$ cat src/rtl/sha256_msg_loader.sv
// Purpose: fetch up to MAX_MESSAGE_LENGTH bytes, apply SHA-256 padding, stream one 512-bit block as 16 BE words.
// Latency: 2 cycles per message byte, 1 per pad byte, 1 per emitted word; done in cycle 81+L with ready held high.
// Backpressure: word_valid holds word_data/word_index stable until word_ready; build with SHA256_LOADER_ABORT_EN for the abort input.
module sha256_msg_loader #(
    parameter int MAX_MESSAGE_LENGTH = 55,
    parameter int AW = $clog2(MAX_MESSAGE_LENGTH)
) (
    input  logic          clock,
    input  logic          reset,
    input  logic          start,
    input  logic [AW-1:0] msg_length,
`ifdef SHA256_LOADER_ABORT_EN
    input  logic          abort,
`endif
    output logic          mem_rd_en,
    output logic [AW-1:0] mem_addr,
    input  logic [7:0]    mem_data,
    output logic          word_valid,
    input  logic          word_ready,
    output logic [31:0]   word_data,
    output logic [3:0]    word_index,
    output logic          busy,
    output logic          done,
    output logic          err
);
    typedef enum logic [2:0] {S_IDLE, S_BYTE, S_WAIT, S_EMIT, S_DONE} state_t;

    localparam logic [AW:0] MAX_LEN = MAX_MESSAGE_LENGTH[AW:0];

    state_t      state;
    state_t      state_nxt;
    logic [6:0]  pos;        // byte position within the 64-byte block
    logic [6:0]  len;        // latched message length
    logic [31:0] shreg;      // word assembly, newest byte in the low lane
    logic [7:0]  pad_byte;
    logic [9:0]  bit_len;
    logic        len_ok;
    logic        pos_in_msg;
    logic        word_full;
    logic        abort_act;

`ifdef SHA256_LOADER_ABORT_EN
    assign abort_act = abort;
`else
    assign abort_act = 1'b0;
`endif

    assign len_ok     = ({1'b0, msg_length} <= MAX_LEN);
    assign pos_in_msg = (pos < len);
    // The byte shifted in this cycle completes the current word.
    assign word_full  = (pos[1:0] == 2'd3);
    assign bit_len    = {len, 3'b000};
    assign word_data  = shreg;

    // Generated padding: 0x80 terminator, zero fill, big-endian bit length in the last bytes.
    always_comb begin
        pad_byte = 8'h00;
        if (pos == len)
            pad_byte = 8'h80;
        else if (pos == 7'd62)
            pad_byte = {6'b000000, bit_len[9:8]};
        else if (pos == 7'd63)
            pad_byte = bit_len[7:0];
    end

    // State register.
    always_ff @(posedge clock or negedge reset) begin
        if (!reset)
            state <= S_IDLE;
        else
            state <= state_nxt;
    end

    // Next-state logic; abort overrides every other transition outside IDLE.
    always_comb begin
        state_nxt = state;
        case (state)
            S_IDLE: if (start && len_ok) state_nxt = S_BYTE;
            S_BYTE: begin
                if (pos_in_msg)
                    state_nxt = S_WAIT;
                else
                    state_nxt = word_full ? S_EMIT : S_BYTE;
            end
            S_WAIT: state_nxt = word_full ? S_EMIT : S_BYTE;
            S_EMIT: if (word_ready) state_nxt = (word_index == 4'd15) ? S_DONE : S_BYTE;
            S_DONE: state_nxt = S_IDLE;
            default: state_nxt = S_IDLE;
        endcase
        if (abort_act && (state != S_IDLE))
            state_nxt = S_IDLE;
    end

    // Outputs decoded from the current state only, so word_valid never depends on word_ready.
    always_comb begin
        mem_rd_en  = 1'b0;
        mem_addr   = '0;
        word_valid = 1'b0;
        busy       = (state != S_IDLE);
        done       = 1'b0;
        case (state)
            S_BYTE: if (pos_in_msg) begin
                mem_rd_en = 1'b1;
                mem_addr  = pos[AW-1:0];
            end
            S_EMIT: word_valid = 1'b1;
            S_DONE: done = 1'b1;
            default: ;
        endcase
    end

    // Datapath: length latch, byte position, word assembly and word counter.
    always_ff @(posedge clock or negedge reset) begin
        if (!reset) begin
            len        <= '0;
            pos        <= '0;
            shreg      <= '0;
            word_index <= '0;
        end else begin
            case (state)
                S_IDLE: if (start && len_ok) begin
                    len        <= 7'(msg_length);
                    pos        <= '0;
                    word_index <= '0;
                end
                S_BYTE: if (!pos_in_msg) begin
                    shreg <= {shreg[23:0], pad_byte};
                    pos   <= pos + 7'd1;
                end
                S_WAIT: begin
                    shreg <= {shreg[23:0], mem_data};
                    pos   <= pos + 7'd1;
                end
                S_EMIT: if (word_ready && !abort_act && (word_index != 4'd15))
                    word_index <= word_index + 4'd1;
                default: ;
            endcase
        end
    end

    // Rejected start reports one cycle later without leaving IDLE.
    always_ff @(posedge clock or negedge reset) begin
        if (!reset)
            err <= 1'b0;
        else
            err <= (state == S_IDLE) && start && !len_ok;
    end

endmodule
$ cat config.mk
export PLATFORM = sky130hd
export DESIGN_NAME = sha256_msg_loader
export DESIGN_NICKNAME = d
export VERILOG_FILES = /design/src/rtl/sha256_msg_loader.sv
export SDC_FILE = /design/constraint.sdc
export NUM_CORES = 1
export LEC_CHECK = 0
export CELL_PAD_IN_SITES_DETAIL_PLACEMENT = 1
export CELL_PAD_IN_SITES_GLOBAL_PLACEMENT = 1
export CORE_MARGIN = 4
export CORE_UTILIZATION = 39
export CTS_BUF_LIST = sky130_fd_sc_hd__clkbuf_16
export DETAILED_ROUTE_END_ITERATION = 6
export GPL_ROUTABILITY_DRIVEN = 0
export PLACE_DENSITY_LB_ADDON = 0.1
export SYNTH_ARGS = -nofsm -noshare
export SYNTH_HDL_FRONTEND = slang
export SYNTH_SLANG_ARGS = --single-unit
$ cat constraint.sdc
create_clock -name clock -period 3.55 [get_ports clock]
set_input_delay 0.71 -clock clock [delete_from_list [all_inputs] [get_ports clock]]
set_output_delay 0.71 -clock clock [all_outputs]
set_load 0.05 [all_outputs]
* Word-level counts from Yosys, hierarchy flattened
Cells that the tools add are included.
** Word-level totals
- Bits in registers :: 53
- Output and inout port bits :: 47
- Word-level logic and storage cells :: 62
** Cells by class
- Add/subtract/negate cells :: 2
- Magnitude comparators :: 2
- Equal/unequal tests :: 14
- Muxes and demuxes :: 23
- Reduce and logical (&&, ||, !) cells :: 15
** Operator list (count)
- $pmux W32 S2 :: 1
- $mux W32 :: 1
- $mux W8 :: 3
- $pmux W7 S3 :: 1
- $eq A7 B6 Y1 const B :: 2
- $mux W7 :: 2
- $mux W6 :: 2
- $pmux W3 S4 :: 1
- $mux W3 :: 3
- $mux W4 :: 2
- $ne A2 B2 Y1 const B :: 4
- $pmux W4 S2 :: 1
- $add A7 B1 Y7 const B :: 1
- $eq A7 B6 Y1 :: 1
- $lt A7 B6 Y1 :: 1
- $eq A3 B2 Y1 const B :: 2
- $le A6 B6 Y1 const B :: 1
- $reduce_and A2 Y1 :: 3
- $reduce_and A3 Y1 :: 2
- $reduce_bool A3 Y1 :: 2
- $add A4 B1 Y4 const B :: 1
- $eq A4 B4 Y1 const B :: 1
- $logic_and A1 B1 Y1 :: 4
- $mux W1 :: 4
- 8 further kinds :: 10

* Depth between registers and ports, before layout
Gate-level depths: netlist of run 1.
- Depth after elaboration :: 6
- Gate-level depth with buffers :: 8
- Depth with buffers taken out :: 6

* Worst setup path after synthesis of run 1
No wires, ideal clock.
- Kind :: register to output
- Start :: register pos[2]
- End :: output mem_addr[0]
- Arrival time :: 2.767 ns
- Required time :: 2.840 ns
- Slack :: 0.073 ns
- Stages on the path, launching flop included :: 6
- Path buffers :: 0
- Cells stage by stage :: dfrtp_1 -> ha_1 -> a21oi_1 -> a21oi_4 -> nor4_2 -> and2_1
** On the way
- Cells in the longest elaborated chain, start to end :: 3
** Ends and longest elaborated chain
- start, declared :: line 32 : logic [6:0] pos;
- start signal, assigned :: line 128 : pos <= pos + 7'd1;
- start signal, assigned :: line 132 : pos <= pos + 7'd1;
- $lt A7 B6 Y1 :: line 49 : assign pos_in_msg = (pos < len);
- $mux W6 :: line 102 : S_BYTE: if (pos_in_msg) begin
- $mux W6 :: line 101 : case (state)
- end, declared :: line 16 : output logic [AW-1:0] mem_addr,
No other way between the ends.

* Worst setup path after layout of run 1
- Start :: register pos[2]
- End :: output mem_addr[1]
The elaborated chain is that of the path after synthesis.

==> summary.md, run 1 <==
| Metric | Value |
|---|---|
| Status | finished clean |
| Number of setup violations in the final report | 0 |
| TritonCTS clock tree | yes |
| Most frequently used cell type in the post-synthesis netlist | sky130_fd_sc_hd__dfrtp_1 |
| Count of max-cap constraint violations | 0 |
| Area of the core region | 6832 µm² |
| Clock sink total | 53 |
| Internal cell power | 2.130 mW |
| Mapped Cells | approximately 230 |
| Element type at the critical path start | flop |
| Maximum number of pins on one net before global-route repair | 28 |
| Area added between synthesis and finish | 30.71% |
| Detailed router's first-iteration violation count | between 60 and 70 |
| Yosys warning count | 0 |
| Final Hold Viols | 0 |
| Area enclosed by the die boundary | 8448 µm² |
| Count of flip-flops with a built-in enable after synthesis | 0 |
| Clock transition at the registers of the reported paths | 70 ps |
| Clock latency of the later-clocked register in the worst-skew pair | 290 ps |
| Period utilization | between 80% and 90% |
| I/O Pins | 65 |
| Number of nets with antenna violations after routing | 0 |
| Crit path largest cell delay | 540 ps |
| Fraction of power consumed by sequential logic | 26.6% |
| Pins Over Slew Limit | 0 |
| Final HPWL DP | a little under 5000 µm |
| Avg Vias per Cell | 5.161 |
| Die width | 91.92 µm |
| Min Clock Period, post-route | around 3200 ps |
| Count of filler cells inserted in the layout | ~760 |
| Summed instance area of the synthesized netlist | roughly 2700 µm² |
| Vias in the first global route | 2083 |
| Initial Utilization | 40.20% |
| # diodes | 0 |
| Clock skew | between 5 and 6 ps |
| Global Route Usage Sum | between 10% and 20% |
| Transition time of the tightest slew-check pin | 685.4 ps |
| Net Count, Synth | 255 |
| Slew headroom | 54.00% |
| CTS H-tree depth | 2 |
| Leading post-synthesis cells by instance count | 53 x sky130_fd_sc_hd__dfrtp_1, 18 x sky130_fd_sc_hd__inv_1, 15 x sky130_fd_sc_hd__mux2_4 |
| Proportion of layout cells with a drive suffix above 1 | around a fifth |
| First-pass GRT wire length | 11010 µm |
| Most frequently used flop master after synthesis | sky130_fd_sc_hd__dfrtp_1 |
| Total number of placement rows | 30 |
| CTS root buf | sky130_fd_sc_hd__clkbuf_16 |
| Element type at the critical path end | primary output |
| CP max stage cell | sky130_fd_sc_hd__nor4_2 |
| Combinational share of power | 59.6% |
| Maximum clock rate | 314.6 MHz |
| Critical path data arrival time | between 2000 and 2500 ps |
| Total grt overflow | 0 |
| Data required time of the worst path | 2840 ps |
| Die height | 91.92 µm |
| Critical path start-end classification | flop to primary output |
| Hold-fix buffer count after cts | 0 |
| Resized cells post-CTS | 0 |
| Setup bufs post-CTS | 0 |
| Pre-antenna DRT Iters | 4 |
| Main area contributors after synthesis | sky130_fd_sc_hd__dfrtp_1 48%, sky130_fd_sc_hd__mux2_4 8.2%, sky130_fd_sc_hd__ha_1 4.1% |
| Nets | 321 |
| Area share of the largest cell type after synthesis | 48.29% |
| Largest fanout of any net on the critical path | 8 |
| Yosys top cell by area | sky130_fd_sc_hd__dfrtp_1 |
| DRC | 0 |
| Static Leak | around 1.6 nW |
| Asr flop ratio synth | between 90% and 100% |
| Total chip power | 4.066 mW |
| Total via count after detailed routing | between 2000 and 2500 |
| Routed len/inst | 16.96 µm |
| Drt total wl | around 6600 µm |
| Maximum resistive drop on vdd | 513.7 µV |
| Number of port buffers | 64 |
| Critical path, cell by cell | ha_1 > a21oi_1 > a21oi_4 > nor4_2 > and2_1 > buf_4 |
| Hold/Removal Path Class | input pin to async pin |
| Clock network power share | 13.8% |
| Final TNS setup | 0 ps |
| Count of state elements after synthesis | 53 |
| Deepest clock path buffer count | 2 |
| TritonCTS Buffers | 5 |
| Sequential-to-total area share from yosys stat | 48.29% |
| Initial antenna violation count | 0 |
| Power spent charging and discharging nets | 1.936 mW |
| Number of different library cells in the post-synthesis netlist | 53 |
| Fraction of power spent switching nets | approximately 48% |
| Avg Synthesized Cell Area | 12.05 µm² |
| Power per cell area | 1133 nW/µm² |
| RSZ-0062 raised after global routing | no |
critical path, delay by kind of cell (launching register included):
kind | cells | cell delay, ps
buffers and inverters | 1 | 190
adders and majority gates | 1 | 370
DFF | 1 | 460
and+or+nand+nor | 2 | 760
AOI/OAI and AO/OA | 2 | 400
final cells by class:
| type | instances | area, µm² | area share, % |
|---|---|---|---|
| Multi-Input combinational cell | 149 | 1266 | 35.27 |
| Sequential cell | 53 | 1326 | 36.95 |
| Clock buffer | 5 | 125.1 | 3.486 |
| Timing Repair Buffer | 67 | 640.6 | 17.85 |
| Clock inverter | 3 | 43.79 | 1.220 |
| Inverter | 18 | 67.56 | 1.882 |
| Tap cell | 96 | 120.1 | 3.346 |
cells by family after synthesis:
logic type,synth area share [%]
flip-flops,48.29
AO/OA/AOI/OAI,11.80
buffers and inverters,5.603
AND/OR/NAND/NOR,14.40
multiplexers,14.85
adder cells (fa/ha/maj),4.100
XOR/XNOR,0.9569
placed cells by master, fill, tap and decap left out, types with 2 or more instances in the layout:
cell and instances:
sky130_fd_sc_hd__o21ai_0 5, sky130_fd_sc_hd__nand3_1 5, sky130_fd_sc_hd__o221ai_1 3, sky130_fd_sc_hd__mux2_4 15, sky130_fd_sc_hd__o21ai_1 2, sky130_fd_sc_hd__o2111ai_1 2
sky130_fd_sc_hd__a31oi_1 2, sky130_fd_sc_hd__ha_1 9, sky130_fd_sc_hd__inv_1 18, sky130_fd_sc_hd__clkbuf_16 5, sky130_fd_sc_hd__a21oi_1 8, sky130_fd_sc_hd__mux2_2 10
sky130_fd_sc_hd__xnor2_1 3, sky130_fd_sc_hd__nor2b_1 3, sky130_fd_sc_hd__nor3_1 5, sky130_fd_sc_hd__a32oi_1 3, sky130_fd_sc_hd__dfrtp_1 53, sky130_fd_sc_hd__mux2i_1 7
sky130_fd_sc_hd__nand3b_1 2, sky130_fd_sc_hd__o211ai_1 2, sky130_fd_sc_hd__nor2_1 11, sky130_fd_sc_hd__a22o_1 2, sky130_fd_sc_hd__and2_1 7, sky130_fd_sc_hd__a211o_1 3
sky130_fd_sc_hd__clkdlybuf4s50_1 56, sky130_fd_sc_hd__buf_4 10, sky130_fd_sc_hd__nor4_2 2, sky130_fd_sc_hd__nand2_1 14, sky130_fd_sc_hd__nand4b_1 2
path summary, 6_finish.rpt:
kind | start | end | slack (ps) | cells past startpoint
max | pos[2] | mem_addr[1] | 370 | 6
min | reset | word_data[5] | 420 | 1
max reg2reg | pos[2] | word_data[11] | 1030 | 6
min reg2reg | word_data[26] | word_data[26] | 510 | 1
max in group asynchronous | reset | len[1] | 2340 | 2
min in group clock | word_data[26] | word_data[26] | 510 | 1
per-layer routing:
| metal | GRT usage, % | share of wire, % |
|---|---|---|
| met2 | 25.85 | 49 |
| met4 | 5.446 | 1.1 |
| met5 | 0 | 0 |
| met3 | 4.266 | 4.9 |
| met1 | 22.08 | 45 |
through the flow:
step	area (µm²)	setup slack (ps)	util, %	cells	hold WS (ps)
after floorplan	2746	73.18	-	228	414.4
after global placement	3421	797.2	50.07	383	498.4
after detailed placement	3421	673.8	50.07	383	494.3
after CTS	3590	315.2	52.55	391	430.8
after global routing	3590	111.4	52.55	391	467.8
final	3590	371.2	52.55	391	416.3
registers in the layout (all words and copies together) (netlist names):
name / flops
word_index: 4
word_data: 32
len: 6
err: 1
pos: 7
state: 3
power groups by stage:
stage | logic [mW] | registers, mW | clock network (mW)
after detailed placement | 2.44 | 1.09 | 0
after CTS | 2.46 | 1.08 | 0.578
after global placement | 2.39 | 1.09 | 0
after global routing | 2.58 | 1.13 | 0.604
after floorplan | 1.45 | 1.49 | 0
final | 2.42 | 1.08 | 0.563
(Power assumes the default switching activity.)
==> run 2: changes to the inputs <==
--- a/config.mk
+++ b/config.mk
@@ -7,6 +7,7 @@
 export LEC_CHECK = 0
 export CELL_PAD_IN_SITES_DETAIL_PLACEMENT = 1
 export CELL_PAD_IN_SITES_GLOBAL_PLACEMENT = 1
+export CORE_ASPECT_RATIO = 1.4
 export CORE_MARGIN = 4
 export CORE_UTILIZATION = 39
 export CTS_BUF_LIST = sky130_fd_sc_hd__clkbuf_16
==> summary.md, run 2 (synthesized netlist as in run 1, its figures left out) <==
| Metric | Value |
|---|---|
| Critical path data arrival time | 2440 ps (-30 ps) |
| Cell Count Post-Placement | 379 (-1.0%) |
| RSZ-0062 raised after global routing | no |
| Drt total wl | 6419 µm (-3.2%) |
| Number of nets with antenna violations after routing | 0 (unchanged) |
| Maximum number of pins on one net before global-route repair | 37 (+32%) |
| Largest fanout of any net on the critical path | 8 (unchanged) |
| Internal cell power | 2.059 mW (-3.3%) |
| Clock latency of the later-clocked register in the worst-skew pair | 300 ps (about the same) |
| Final TNS setup | 0 ps (unchanged) |
| Final HPWL DP | 4895 µm (about the same) |
| CP max stage cell | sky130_fd_sc_hd__nor4_2 |
| Hold-fix buffer count after cts | 0 (unchanged) |
| Detailed router's first-iteration violation count | 52 (-19%) |
| Period utilization | 88.74% (-0.81 points) |
| Critical path start-end classification | flop to primary output |
| Area of the core region | 6700 µm² (-1.9%) |
| # diodes | 0 (unchanged) |
| Clock sink total | 53 (unchanged) |
| Crit path largest cell delay | 560 ps (+20 ps) |
| Pre-antenna DRT Iters | 4 (unchanged) |
| Vias in the first global route | 2181 (+4.7%) |
| Initial Utilization | 40.99% (+0.79 points) |
| Resized cells post-CTS | 0 (unchanged) |
| I/O Pins | 65 (unchanged) |
| Final Hold Viols | 0 (unchanged) |
| Element type at the critical path end | primary output |
| Critical path, cell by cell | ha_1 > a21oi_1 > a21oi_4 > nor4_2 > and2_1 > buf_4 |
| Total number of placement rows | 35 (+17%) |
| Startpoint of the most critical register-to-register path | pos[4] |
| Initial antenna violation count | 0 (unchanged) |
| CTS root buf | sky130_fd_sc_hd__clkbuf_16 |
| Clock network power share | 12.5% (-1.3 points) |
| Number of flip-flops in the largest register | 32 (unchanged) |
| Deepest clock path buffer count | 2 (unchanged) |
| TritonCTS Buffers | 5 (unchanged) |
| Most frequent standard cell in the layout excluding fill and tap cells | sky130_fd_sc_hd__clkdlybuf4s50_1 |
| Power spent charging and discharging nets | 1.921 mW (-0.77%) |
| Nets | 321 (unchanged) |
| Count of max-cap constraint violations | 0 (unchanged) |
| Power per cell area | 1116 nW/µm² (-1.5%) |
| Combinational share of power | 60.4% (+0.8 points) |
| Setup slack of the worst register-to-register path | 1140 ps (+110 ps) |
| Global Route Usage Sum | 16.18% (-0.26 points) |
| Min Clock Period, post-route | 3150 ps (-28.60 ps) |
| First-pass GRT wire length | 10780 µm (-2.0%) |
| Static Leak | 1.578 nW (-0.87%) |
| Total via count after detailed routing | 2000 (-0.89%) |
| Area added between synthesis and finish | 29.84% |
| DRC | 0 (unchanged) |
| Die height | 107.3 µm (+17%) |
| Maximum clock rate | 317.4 MHz (+0.91%) |
| Number of setup violations in the final report | 0 (unchanged) |
| Hold/Removal Path Class | input pin to async pin |
| Worst setup startpoint | pos[2] |
| Fraction of power consumed by sequential logic | 27.1% (+0.5 points) |
| Clock skew | 6.242 ps (+0.8190 ps) |
| Status | finished clean |
| TritonCTS clock tree | yes |
| Slew headroom | 44.80% (-9.2 points) |
| Transition time of the tightest slew-check pin | 828.0 ps (+142.6 ps) |
| Area enclosed by the die boundary | 8467 µm² (+0.22%) |
| Fraction of power spent switching nets | 48.27% (+0.65 points) |
| Total grt overflow | 0 (unchanged) |
| Pins Over Slew Limit | 0 (unchanged) |
| Element type at the critical path start | flop |
| Avg Vias per Cell | 5.168 (+0.13%) |
| Clock transition at the registers of the reported paths | 70 ps (about the same) |
| Most frequent cells in the layout | 56 x sky130_fd_sc_hd__clkdlybuf4s50_1, 53 x sky130_fd_sc_hd__dfrtp_1, 18 x sky130_fd_sc_hd__inv_1, 15 x sky130_fd_sc_hd__mux2_4, 14 x sky130_fd_sc_hd__nand2_1 |
| Proportion of layout cells with a drive suffix above 1 | 18.98% (unchanged) |
| Final cell count without fillers | 387 (-1.0%) |
| Number of port buffers | 64 (unchanged) |
| CTS H-tree depth | 2 (unchanged) |
| Total chip power | 3.980 mW (-2.1%) |
| Routed len/inst | 16.59 µm (-2.2%) |
| Setup bufs post-CTS | 0 (unchanged) |
| Maximum resistive drop on vdd | 465.0 µV (-9.5%) |
| Crit Reg-Reg Endpoint | word_data[8] |
| Worst-case reg-to-reg path depth | 6 (unchanged) |
| Die width | 78.92 µm (-14%) |
| Data required time of the worst path | 2840 ps (about the same) |
## run 2: cell count changes in the layout (fill, tap and decap cells not counted), sizes merged
cell      delta
bufinv       -1
clkinvlp     +1
## run 2: worst max path at each step
stage	endpoint	slack, ps	depth (start not counted)
global route	mem_addr[0]	170	6
global placement	mem_addr[2]	770	6
CTS	mem_addr[0]	340	6
finish	mem_addr[0]	400	6
floorplan	mem_addr[0]	70	5
detailed placement	mem_addr[5]	640	6
## run 2: layout make-up
type,count,area [µm²]
Clock buffer,5,125.1
Fill cell,739,3134
Multi-Input combinational cell,149,1266
Timing Repair Buffer,67,640.6
Tap cell,92,115.1
Sequential cell,53,1326
Inverter,18,67.56
Clock inverter,3,25.02
## run 2: power groups by stage
stage,Sequential (mW),Combinational [mW],Clock [mW]
floorplan,1.49,1.45,0
global placement,1.08,2.38,0
detailed placement,1.10,2.43,0
CTS,1.09,2.43,0.508
global route,1.13,2.57,0.541
finish,1.08,2.40,0.499
## run 2: worst max-delay path: cells and delay by family, from the launching register on
family	cells	cell delay, ps
AND/OR/NAND/NOR	2	780
adder cells (fa/ha/maj)	1	350
buffers and inverters	1	190
flip-flops	1	450
AO/OA/AOI/OAI	2	370
## run 2: stage by stage
step                      hold WS (ps)  setup slack, ps  util (%)  cell area [µm²]
final                            511.8            399.8     53.22             3566
after global routing             541.2            169.2     53.22             3566
after floorplan                  414.4            73.18         -             2746
after detailed placement         501.7            644.1     50.98             3416
after global placement           495.2            769.8     50.98             3416
after CTS                        522.0            335.3     53.22             3566
## run 2: routing by layer
| layer | wire (µm) | vias up | share of wire, % | GRT usage (%) |
|---|---|---|---|---|
| met3 | 205 | 8 | 3.2 | 2.931 |
| met1 | 2751 | 995 | 43 | 19.80 |
| met4 | 89 | 0 | 1.4 | 4.791 |
| met5 | 0 | - | 0 | 0 |
| li1 | - | 953 | - | - |
| met2 | 3372 | 44 | 53 | 28.80 |
==> run 3: changes to the inputs <==
--- a/config.mk
+++ b/config.mk
@@ -8,12 +8,12 @@
 export CELL_PAD_IN_SITES_DETAIL_PLACEMENT = 1
 export CELL_PAD_IN_SITES_GLOBAL_PLACEMENT = 1
 export CORE_ASPECT_RATIO = 1.4
-export CORE_MARGIN = 4
 export CORE_UTILIZATION = 39
 export CTS_BUF_LIST = sky130_fd_sc_hd__clkbuf_16
 export DETAILED_ROUTE_END_ITERATION = 6
 export GPL_ROUTABILITY_DRIVEN = 0
 export PLACE_DENSITY_LB_ADDON = 0.1
+export RECOVER_POWER = 25
 export SYNTH_ARGS = -nofsm -noshare
 export SYNTH_HDL_FRONTEND = slang
 export SYNTH_SLANG_ARGS = --single-unit
==> summary.md, run 3 (synthesized netlist as in run 1, its figures left out) <==
| Metric | Value |
|---|---|
| Min Clock Period, post-route | 3085 ps (-65.49 ps) |
| Total number of placement rows | 35 (unchanged) |
| Resized cells post-CTS | 0 (unchanged) |
| Critical path start-end classification | flop to primary output |
| CTS root buf | sky130_fd_sc_hd__clkbuf_16 |
| Area enclosed by the die boundary | 7386 µm² (-13%) |
| I/O Pins | 65 (unchanged) |
| Count of max-cap constraint violations | 1 (+1) |
| Final cell count without fillers | 388 (+0.26%) |
| Period utilization | 86.89% (-1.8 points) |
| Number of flip-flops in the largest register | 32 (unchanged) |
| Proportion of layout cells with a drive suffix above 1 | 18.24% (-0.74 points) |
| Element type at the critical path start | flop |
| First-pass GRT wire length | 10510 µm (-2.6%) |
| Failing checks | max-capacitance violations, max-slew violations |
| Deepest clock path buffer count | 2 (unchanged) |
| Setup bufs post-CTS | 0 (unchanged) |
| CTS H-tree depth | 2 (unchanged) |
| Clock skew | 6.018 ps (-0.2240 ps) |
| Clock latency of the later-clocked register in the worst-skew pair | 280 ps (-20 ps) |
| Avg Vias per Cell | 5.209 (+0.79%) |
| Most frequent standard cell in the layout excluding fill and tap cells | sky130_fd_sc_hd__clkdlybuf4s50_1 |
| Most frequent cells in the layout | 56 x sky130_fd_sc_hd__clkdlybuf4s50_1, 53 x sky130_fd_sc_hd__dfrtp_1, 18 x sky130_fd_sc_hd__inv_1, 15 x sky130_fd_sc_hd__mux2_4, 14 x sky130_fd_sc_hd__nand2_1 |
| Setup slack of the worst register-to-register path | 1190 ps (+50 ps) |
| Total grt overflow | 0 (unchanged) |
| Final TNS setup | 0 ps (unchanged) |
| DRC | 0 (unchanged) |
| Transition time of the tightest slew-check pin | 1901 ps (+1073 ps) |
| Initial antenna violation count | 0 (unchanged) |
| Number of nets with antenna violations after routing | 0 (unchanged) |
| Hold-fix buffer count after cts | 0 (unchanged) |
| Final Hold Viols | 0 (unchanged) |
| Data required time of the worst path | 2840 ps (about the same) |
| Hold/Removal Path Class | flop to flop |
| Area of the core region | 6700 µm² (unchanged) |
| Total via count after detailed routing | 2021 (+1.1%) |
| Pins Over Slew Limit | 36 (+36) |
| Maximum clock rate | 324.2 MHz (+2.1%) |
| Clock sink total | 53 (unchanged) |
| Number of setup violations in the final report | 0 (unchanged) |
| Die height | 101.3 µm (-5.6%) |
| # diodes | 0 (unchanged) |
| Status | finished with violations |
| Slew headroom | -26.75% (-72 points) |
| Cell Count Post-Placement | 380 (+0.26%) |
| Detailed router's first-iteration violation count | 82 (+58%) |
| Final HPWL DP | 4657 µm (-4.9%) |
| Global Route Usage Sum | 18.57% (+2.4 points) |
| Drt total wl | 6204 µm (-3.3%) |
| Critical path data arrival time | 2370 ps (-70 ps) |
| Vias in the first global route | 2063 (-5.4%) |
| Largest fanout of any net on the critical path | 8 (unchanged) |
| Nets | 322 (+0.31%) |
| Number of port buffers | 64 (unchanged) |
| Area added between synthesis and finish | 29.66% |
| Pre-antenna DRT Iters | 3 (-1) |
| Routed len/inst | 15.99 µm (-3.6%) |
| RSZ-0062 raised after global routing | no |
| Die width | 72.92 µm (-7.6%) |
| Element type at the critical path end | primary output |
| Maximum number of pins on one net before global-route repair | 36 (-2.7%) |
| Initial Utilization | 40.99% (unchanged) |
| TritonCTS clock tree | yes |
| Clock transition at the registers of the reported paths | 70 ps (about the same) |
| TritonCTS Buffers | 5 (unchanged) |
| Count of filler cells inserted in the layout | 737 (-0.27%) |
-- run 3: worst max-delay path: stages, from the launching register on --
cell,delay (ps)
sky130_fd_sc_hd__dfrtp_1,460
sky130_fd_sc_hd__ha_1,360
sky130_fd_sc_hd__a21oi_1,240
sky130_fd_sc_hd__a21oi_4,130
sky130_fd_sc_hd__nor4_2,500
sky130_fd_sc_hd__and2_1,210
sky130_fd_sc_hd__buf_4,190
-- run 3: per-stage QoR --
stage / area [µm²] / util [%] / hold slack [ps] / setup slack [ps]
finish: 3561 / 53.15 / 510.2 / 465.3
detailed placement: 3423 / 51.09 / 496.2 / 714.4
floorplan: 2746 / - / 414.4 / 73.18
global route: 3561 / 53.15 / 531.6 / 221.2
CTS: 3566 / 53.22 / 516.6 / 401.0
global placement: 3423 / 51.09 / 495.3 / 774.6
-- run 3: metal layers --
metal / wire length, µm / GRT usage (%) / vias to the layer above
met5: 0 / 0 / -
met4: 54 / 4.977 / 0
met3: 138 / 1.891 / 5
met1: 2670 / 23.06 / 1011
met2: 3341 / 33.93 / 42
li1: - / - / 963
-- run 3: final timing paths --
path	from	to	cells past startpoint
max	pos[2]	mem_addr[4]	6
min	word_data[27]	word_data[27]	1
max reg2reg	pos[4]	word_data[11]	6
min reg2reg	word_data[27]	word_data[27]	1
max in group asynchronous	reset	word_data[15]	2
min in group asynchronous	reset	word_data[25]	1
-- run 3: cell type report --
| class | count | area [µm²] | area share [%] |
|---|---|---|---|
| repair buffers | 68 | 643.1 | 18.06 |
| multi-input cells | 149 | 1266 | 35.56 |
| well taps | 92 | 115.1 | 3.233 |
| clock inverters | 3 | 17.52 | 0.4919 |
| flip-flops and latches | 53 | 1326 | 37.25 |
| clock buffers | 5 | 125.1 | 3.514 |
| inverters | 18 | 67.56 | 1.897 |
Power of run 3 is left out: the tool's default activity adds up to more than one toggle a clock period on the data nets, which glitch-free logic cannot reach.
